File: src/rtl/bp_pkg.sv
// Shared encodings and BTB entry layout for the gshare branch predictor.
package bp_pkg;

    localparam logic [1:0] SNT = 2'b00;
    localparam logic [1:0] WNT = 2'b01;
    localparam logic [1:0] WT  = 2'b10;
    localparam logic [1:0] ST  = 2'b11;

    localparam logic KIND_COND = 1'b0;
    localparam logic KIND_JUMP = 1'b1;

    // Tag field is sized for the widest supported tag; narrower tags are zero-extended.
    localparam int TAG_MAX = 32;

    typedef struct packed {
        logic               valid;
        logic [TAG_MAX-1:0] tag;
        logic [31:0]        target;
        logic               kind;
    } btb_entry_t;

endpackage

File: src/rtl/bp_sat_counter_update.sv
// Next-state function of a 2-bit saturating direction counter.
module bp_sat_counter_update
    import bp_pkg::*;
(
    input  logic [1:0] cur,
    input  logic       taken,
    output logic [1:0] nextCtr
);

    always_comb begin
        nextCtr = cur;
        if (taken && cur != ST) begin
            nextCtr = cur + 2'd1;
        end else if (!taken && cur != SNT) begin
            nextCtr = cur - 2'd1;
        end
    end

endmodule

File: src/rtl/gshare_branch_predictor.sv
// Fetch-stage predictor: tagged BTB plus gshare PHT, with a speculative
// global history that Execute repairs on mispredict.
module gshare_branch_predictor
    import bp_pkg::*;
#(
    parameter int ENTRIES  = 64,
    parameter int GHR_BITS = 6,
    parameter int TAG_BITS = 8
) (
    input  logic                clk,
    input  logic                reset,
    input  logic [31:0]         PCF,
    input  logic                StallF,
    output logic                PredTakenF,
    output logic [31:0]         PredPCTargetF,
    output logic [GHR_BITS-1:0] GhrF,
    input  logic                UpdateE,
    input  logic                KindE,
    input  logic [31:0]         PCE,
    input  logic [31:0]         PCTargetE,
    input  logic                TakenE,
    input  logic [GHR_BITS-1:0] GhrE,
    input  logic                MispredictE,
    output logic [31:0]         MispredCount
);

    localparam int IDX = $clog2(ENTRIES);

    btb_entry_t          btb [ENTRIES];
    logic [1:0]          pht [ENTRIES];
    logic [GHR_BITS-1:0] ghr;
    logic [31:0]         mispredCount;

    logic [IDX-1:0]      lookIdx, lookPhtIdx, trainIdx, trainPhtIdx;
    logic [TAG_BITS-1:0] lookTag, trainTag;
    btb_entry_t          lookEntry;
    logic                hit, effTaken, repairGhr, specShift;
    logic [1:0]          trainCtr, trainCtrNext;
    logic [GHR_BITS-1:0] repairedGhr, shiftedGhr;
    logic                unusedPcBits;

    // Address bits outside the index and tag slices play no part in prediction.
    assign unusedPcBits = ^{PCF, PCE};

    assign lookIdx    = PCF[IDX+1:2];
    assign lookTag    = PCF[IDX+2+TAG_BITS-1:IDX+2];
    assign lookPhtIdx = lookIdx ^ IDX'(ghr);
    assign lookEntry  = btb[lookIdx];
    assign hit        = lookEntry.valid && (lookEntry.tag == TAG_MAX'(lookTag));

    assign PredTakenF    = hit && (lookEntry.kind || pht[lookPhtIdx][1]);
    assign PredPCTargetF = PredTakenF ? lookEntry.target : 32'd0;
    assign GhrF          = ghr;

    assign trainIdx    = PCE[IDX+1:2];
    assign trainTag    = PCE[IDX+2+TAG_BITS-1:IDX+2];
    assign trainPhtIdx = trainIdx ^ IDX'(GhrE);
    assign effTaken    = (KindE == KIND_JUMP) || TakenE;
    assign trainCtr    = pht[trainPhtIdx];

    bp_sat_counter_update u_ctrUpdate (
        .cur     (trainCtr),
        .taken   (TakenE),
        .nextCtr (trainCtrNext)
    );

    generate
        if (GHR_BITS == 1) begin : gen_ghr1
            assign repairedGhr = effTaken;
            assign shiftedGhr  = PredTakenF;
        end else begin : gen_ghrN
            assign repairedGhr = {GhrE[GHR_BITS-2:0], effTaken};
            assign shiftedGhr  = {ghr[GHR_BITS-2:0], PredTakenF};
        end
    endgenerate

    assign repairGhr = UpdateE && MispredictE;
    assign specShift = !StallF && hit && (lookEntry.kind == KIND_COND);

    // Only valid bits are reset; tag/target/kind payload is don't-care while invalid.
    always_ff @(posedge clk or negedge reset) begin
        if (!reset) begin
            for (int i = 0; i < ENTRIES; i++) begin
                btb[i].valid <= 1'b0;
            end
        end else if (UpdateE && effTaken) begin
            btb[trainIdx] <= '{valid: 1'b1, tag: TAG_MAX'(trainTag),
                               target: PCTargetE, kind: KindE};
        end
    end

    always_ff @(posedge clk or negedge reset) begin
        if (!reset) begin
            for (int i = 0; i < ENTRIES; i++) begin
                pht[i] <= WNT;
            end
        end else if (UpdateE && KindE == KIND_COND) begin
            pht[trainPhtIdx] <= trainCtrNext;
        end
    end

    // Repair outranks the speculative shift so the redirected fetch sees true history.
    always_ff @(posedge clk or negedge reset) begin
        if (!reset) begin
            ghr <= '0;
        end else if (repairGhr) begin
            ghr <= repairedGhr;
        end else if (specShift) begin
            ghr <= shiftedGhr;
        end
    end

    always_ff @(posedge clk or negedge reset) begin
        if (!reset) begin
            mispredCount <= 32'd0;
        end else if (repairGhr && mispredCount != 32'hFFFF_FFFF) begin
            mispredCount <= mispredCount + 32'd1;
        end
    end

    assign MispredCount = mispredCount;

endmodule

File: config.mk
export PLATFORM = sky130hd
export DESIGN_NAME = gshare_branch_predictor
export DESIGN_NICKNAME = d
export VERILOG_FILES = /design/src/rtl/bp_pkg.sv /design/src/rtl/bp_sat_counter_update.sv /design/src/rtl/gshare_branch_predictor.sv
export SDC_FILE = /design/constraint.sdc
export NUM_CORES = 2
export LEC_CHECK = 0
export ABC_AREA = 1
export BUFFER_PORTS_ARGS = -buffer_cell sky130_fd_sc_hd__buf_2
export CORE_ASPECT_RATIO = 1.5
export CORE_UTILIZATION = 45
export CTS_CLUSTER_SIZE = 24
export DETAILED_ROUTE_END_ITERATION = 12
export SETUP_SLACK_MARGIN = 0.15
export SLEW_MARGIN = 5
export SYNTH_ARGS = -nofsm -noshare
export SYNTH_HDL_FRONTEND = slang
export SYNTH_SLANG_ARGS = --single-unit
export TNS_END_PERCENT = 100
File: constraint.sdc
create_clock -name clk -period 3.34 [get_ports clk]
set_input_delay 0.501 -clock clk [delete_from_list [all_inputs] [get_ports clk]]
set_output_delay 0.501 -clock clk [all_outputs]
set_load 0.005 [all_outputs]
## Word-level counts from Yosys, hierarchy flattened

Index checks and enable logic that the tools add are counted.

- Output and inout port bits: 71
- Register bits after elaboration: 4390
- Logic and storage cells: 381

- Mux-type cells: 20
- Bitwise operators: 8
- Reductions and logical operators: 19
- Add/sub/neg operators: 3
- Equal/unequal tests: 3
- Magnitude comparators: 6

Operators with widths:

| operator | count |
|---|---|
| $bwmux W4224 | 1 |
| $bmux W66 S6 | 1 |
| $demux W66 S6 | 1 |
| $mux W66 | 3 |
| $bwmux W128 | 1 |
| $add A32 B1 Y32 const B | 1 |
| $eq A32 B8 Y1 | 1 |
| $mux W32 | 1 |
| $ne A32 B32 Y1 const B | 1 |
| $ge A7 B7 Y1 const B | 4 |
| $not A6 Y7 | 4 |
| $bmux W2 S6 | 2 |
| $lt A7 B1 Y1 const B | 2 |
| $mux W2 | 7 |
| $demux W2 S6 | 1 |
| $logic_and A1 B1 Y1 | 12 |
| $mux W6 | 2 |
| $xor A6 B6 Y6 | 2 |
| $reduce_bool A2 Y1 | 2 |
| $add A2 B1 Y2 const B | 1 |
| $logic_not A1 Y1 | 2 |
| $logic_or A1 B1 Y1 | 2 |
| $ne A2 B2 Y1 const B | 1 |
| $not A1 Y1 | 2 |
| other kinds (2) | 2 |

## Depth between registers and ports, before layout

- Depth in word-level cells: 10
- Gate-level depth with buffers: 23

## Hierarchy

From an unflattened synthesis, not the netlist that was laid out.

- Cells, all modules: 8979
- Area, all modules: 114737.5 µm²

By module, submodules not included:

| module | area an instance (µm²) | instances | seq. area each (µm²) | cells each |
|---|---|---|---|---|
| gshare_branch_predictor | 114653.7 | 1 | 84631.2 | 8962 |
| bp_sat_counter_update | 83.8 | 1 | 0.0 | 17 |

## Worst setup path before layout

OpenSTA, ideal clock, no wires.

- Path kind: in2reg
- From: input TakenE
- To: register btb[1254] (netlist bit) (enable)
- Arrival time: 4.052 ns
- Path slack: -1.202 ns
- Cell stages on the path: 4
- Data required time: 2.850 ns
- Library setup time: 0.490 ns
- Path buffers: 0
- Cells stage by stage: inv_1 -> a21oi_1 -> nand2_1 -> nor3_1

- Cells in the longest elaborated chain, start to end: 3

Ends and longest elaborated chain:

| what | line | source |
|---|---|---|
| start, declared | gshare_branch_predictor.sv:21 | `input logic TakenE,` |
| $logic_or A1 B1 Y1 | gshare_branch_predictor.sv:58 | `assign effTaken = (KindE == KIND_JUMP) \|\| TakenE;` |
| $logic_and A1 B1 Y1 | gshare_branch_predictor.sv:86 | `end else if (UpdateE && effTaken) begin` |
| $reduce_and A2 Y1 (no source line) | -- |  |
| end signal, assigned by index | gshare_branch_predictor.sv:87 | `btb[trainIdx] <= '{valid: 1'b1, tag: TAG_MAX'(trainTag),` |
| end, declared | gshare_branch_predictor.sv:29 | `btb_entry_t btb [ENTRIES];` |

Every way passes these cells.
A chain may end at the register's enable or synchronous reset.

## Worst setup path after layout

- From: input PCF[2]
- To: output PredPCTargetF[23]

- Cells in the longest elaborated chain, start to end: 8
- Elaborated cells between the ends (all ways): 14
- Classes of those cells: 1 x eq/ne; 7 x mux; 3 x bitwise; 3 x reduce/logical

Ends and longest elaborated chain:

| what | line | source |
|---|---|---|
| start, declared | gshare_branch_predictor.sv:12 | `input logic [31:0] PCF,` |
| $not A6 Y7 (not written as such) or $xor A6 B6 Y6 (tied branches) | gshare_branch_predictor.sv:48, gshare_branch_predictor.sv:47 |  |
| $bmux W66 S6 or $not A6 Y7 (tied branches) | gshare_branch_predictor.sv:48, gshare_branch_predictor.sv:51 |  |
| $mux W66 (not written as such) or $bmux W2 S6 (tied branches) | gshare_branch_predictor.sv:48, gshare_branch_predictor.sv:51 |  |
| $mux W66 (not written as such) or $mux W2 (tied branches) | gshare_branch_predictor.sv:48, gshare_branch_predictor.sv:51 |  |
| $eq A32 B8 Y1 or $mux W2 (tied branches) | gshare_branch_predictor.sv:49, gshare_branch_predictor.sv:51 |  |
| $logic_and A1 B1 Y1 or $logic_or A1 B1 Y1 (tied branches) | gshare_branch_predictor.sv:49, gshare_branch_predictor.sv:51 |  |
| $logic_and A1 B1 Y1 | gshare_branch_predictor.sv:51 | `assign PredTakenF = hit && (lookEntry.kind \|\| pht[lookPhtIdx][1]);` |
| $mux W32 (*) | gshare_branch_predictor.sv:52 | `assign PredPCTargetF = PredTakenF ? lookEntry.target : 32'd0;` |
| end, declared | gshare_branch_predictor.sv:15 | `output logic [31:0] PredPCTargetF,` |

Mark *: on every way between the ends. The rest lies on a longest branch, timed or not. The select of a mux whose other input is x is not followed.

==> impl_results.md <==
- Status: finished with violations
- Crit end category: output pin
- Routed vias: 81,196
- Hold crit path type: in -> reg
- RSZ-0062 raised after global routing: yes
- Register area share after synthesis: 73.3%
- # IOs: 180
- Clock sinks: 2,854
- DIE WIDTH: 416 um
- Drt first pass iters: 6
- Routed Wire Length: 382 mm
- Mapped Nets: 9,341
- DP Wirelength: 221 mm
- Failing checks: negative setup slack
- Clk slew on worst S/H paths: 0.06 ns
- Avg WL per Cell: 29.0 um
- Top FF cell, synth: edfxtp_1
- Register area: 0.0846 mm2
- R2R depth: 14
- Post-synth EDFFs: 2,624
- M1 GR Usage: 35.0%
- Die area: 0.259 mm2
- Worst vdd ir: 0.374 mV
- Starting Density: 45.3%
- Xor-xnor portion of the synthesized cell area: 0.375%
- WHS Path Cells: 5
- Most frequent cells in the layout: 2,624 x edfxtp_1, 2,012 x nand2_1, 775 x nand3_1, 597 x nor2_1, 578 x a21oi_1
- CP max FO: 32
- Pleak: 46.9 nW
- Flops & latches, synth: 2,854
- Die Y: 622 um
- Max Cap Viol: 0
- First-pass GRT wire length: 546 mm
- Post-Synthesis Cells: 9,229
- Max Buffers Root-to-Sink: 4
- Iter 0 DRT Violations: 9,382
- Met3 Use GR: 3.84%
- Final Max Slew Viols: 0
- Fraction of layout cells with a size suffix above 1: 13.9%
- Fmax: 265 MHz
- H-tree depth: 5
- Root Buffer: clkbuf_16
- Vias in the first global route: 78,749
- Kind of critical path: in -> out
- Final #Nets: 9,772
- Total grt overflow: 0
- Mapped Area: 0.115 mm2
- Post-synth cell types: 47
- TritonCTS clock tree: yes
- Synth Area in Compound Gates: 10.4%
- Min Tclk post-route: 3.78 ns
- Largest net degree at the start of global routing: 128
- Average size of a mapped cell: 12.5 um2
- Mux contribution to synthesized area: 0%
- WP data arrival: 3.28 ns
- Simple-Gate Fraction of Synth Area: 12.7%
- Area growth, synth to finish: 16.9%
- Overall Power: 76.2 mW
- RR Startpoint: MispredCount[0]$_DFFE_PN0P_
- Max-slew headroom: 14.8%
- Global placer's final weighted congestion: 0.944
- Row Count: 227
- Total GRT Usage: 28.8%
- CP Launch Point: PCF[2]
- GR peak layer: met2
- Residual DRC: 0
- M2 GR Usage: 49.1%
- Hold_sp: GhrE[4]
- Hold Vio Cnt, Final: 0
- Worst-Margin Slew: 1.28 ns
- Fill cells: 21,179
- Most common cell after layout, fill and taps aside: edfxtp_1
- Ys Warns: 0
- CP Launch Type: primary input
- PwrDens: 564 mW/mm2
- Ys async rst share: 8.06%
- Adder-cell share of the synthesized area: 0.0325%
- Main combinational cell family by area after synthesis: simple AND/OR/NAND/NOR gates
- Fin crit share: 113%
- Clock Skew: 0.0543 ns
- Vias/cell: 6.16
- Setup ws final: -0.438 ns
- Antenna Nets Post-Route: 0
- Initial antenna violation count: 18
- Buffers on Ports: 143
- Clock latency on the worst-skew pair: 0.84 ns
- Core area: 0.255 mm2
- Setup TNS Final: -12.17 ns
- Critical Path RT: 2.84 ns
- Final setup violation count: 33
- Num CTS Buffers: 274
- Multi-input logic area: 0.0280 mm2
## cells in the mapped netlist (all sizes together) (19+ instances only)
library cell | number | share of area [%]
a22oi | 29 | 0.19
xor2 | 28 | 0.23
edfxtp | 2624 | 68
dfstp | 64 | 1.5
buf | 264 | 1.2
a32o | 31 | 0.27
nand2 | 2025 | 6.6
nand4 | 19 | 0.10
clkbuf | 377 | 1.2
dfrtp | 166 | 3.6
nand3 | 803 | 3.5
nor3 | 74 | 0.32
a21oi | 578 | 2.5
nor2 | 655 | 2.1
o211ai | 30 | 0.20
inv | 231 | 0.75
a221oi | 254 | 1.9
o21ai | 549 | 2.4
o311ai | 112 | 0.85
o221ai | 229 | 1.7
o21bai | 21 | 0.14
## cells by family after synthesis
kind of cell | Yosys count
buf+inv | 874
flops | 2854
fa+ha+maj | 3
compound gates | 1863
xor+xnor | 46
simple gates | 3589
## power breakdown
part | internal, mW | switching [mW] | total (mW)
Sequential | 39.5 | 0.298 | 39.8
Combinational | 2.00 | 4.18 | 6.18
Clock | 16.8 | 13.4 | 30.2
## worst max-delay path: stages
cell and delay (ns):
buf_16 0.17, clkinv_16 0.12, buf_16 0.20, buf_12 0.19
buf_16 0.18, buf_16 0.18, buf_4 0.19, a21oi_1 0.14
a221oi_1 0.09, o311ai_0 0.61, nand3_1 0.19, nand2_1 0.21
nor2_1 0.08, buf_2 0.13
## final cells by class
type | count | area share, %
sequential | 2854 | 62.7
clock inverter | 120 | 0.702
antenna | 10 | 0.0185
clock buffer | 355 | 5.54
multi-input combinational | 5501 | 20.7
timing repair buffer | 795 | 6.51
tap | 3320 | 3.08
timing repair inverter | 1 | 0.00835
inverter | 233 | 0.684
## state kept, by name, summed over array words and instances (netlist names)
name,flops
btb,2688
pht,128
MispredCount,32
GhrF,6
## metrics by stage
| step | cells | hold slack [ns] | instance area [um2] | utilization [%] | setup slack [ns] |
|---|---|---|---|---|---|
| after floorplan | 9229 | 0.205 | 116000 | - | -0.334 |
| after global placement | 12695 | 0.385 | 126000 | 49.3 | -0.566 |
| after detailed placement | 12696 | 0.386 | 126000 | 49.4 | -0.597 |
| after CTS | 13173 | 0.0171 | 134000 | 52.7 | -0.469 |
| after global routing | 13182 | 0.0725 | 135000 | 52.9 | -0.516 |
| final | 13189 | 0.0629 | 135000 | 52.9 | -0.438 |
## what timing repair did
item / in CTS / in global routing
endpoints found under the hold margin: 31 / 0
pin swaps: 5 / 3
hold buffers: 2 / 0
gates cloned: 0 / 3
buffers inserted: 0 / 3
resized for setup: 54 / 72
endpoints found under the setup margin: 33 / 33
## routing by layer
layer	routed length, um	share of wire, %
met5	91	0.024
met4	26900	7.0
met3	29700	7.8
met2	187000	49
met1	138000	36
## final timing paths
path / endpoint / slack, ns
min in group asynchronous: MispredCount[16]$_DFFE_PN0P_ / 0.17
min: GhrF[5]$_DFFE_PN0P_ / 0.06
max reg2reg: MispredCount[25]$_DFFE_PN0P_ / 0.61
max in group asynchronous: btb[3629]$_DFFE_PN0P_ / 1.85
min reg2reg: btb[1979]$_DFFE_PN0P_ / 0.45
max: PredPCTargetF[23] / -0.44
No activity file was read; power rests on OpenSTA's default activity.
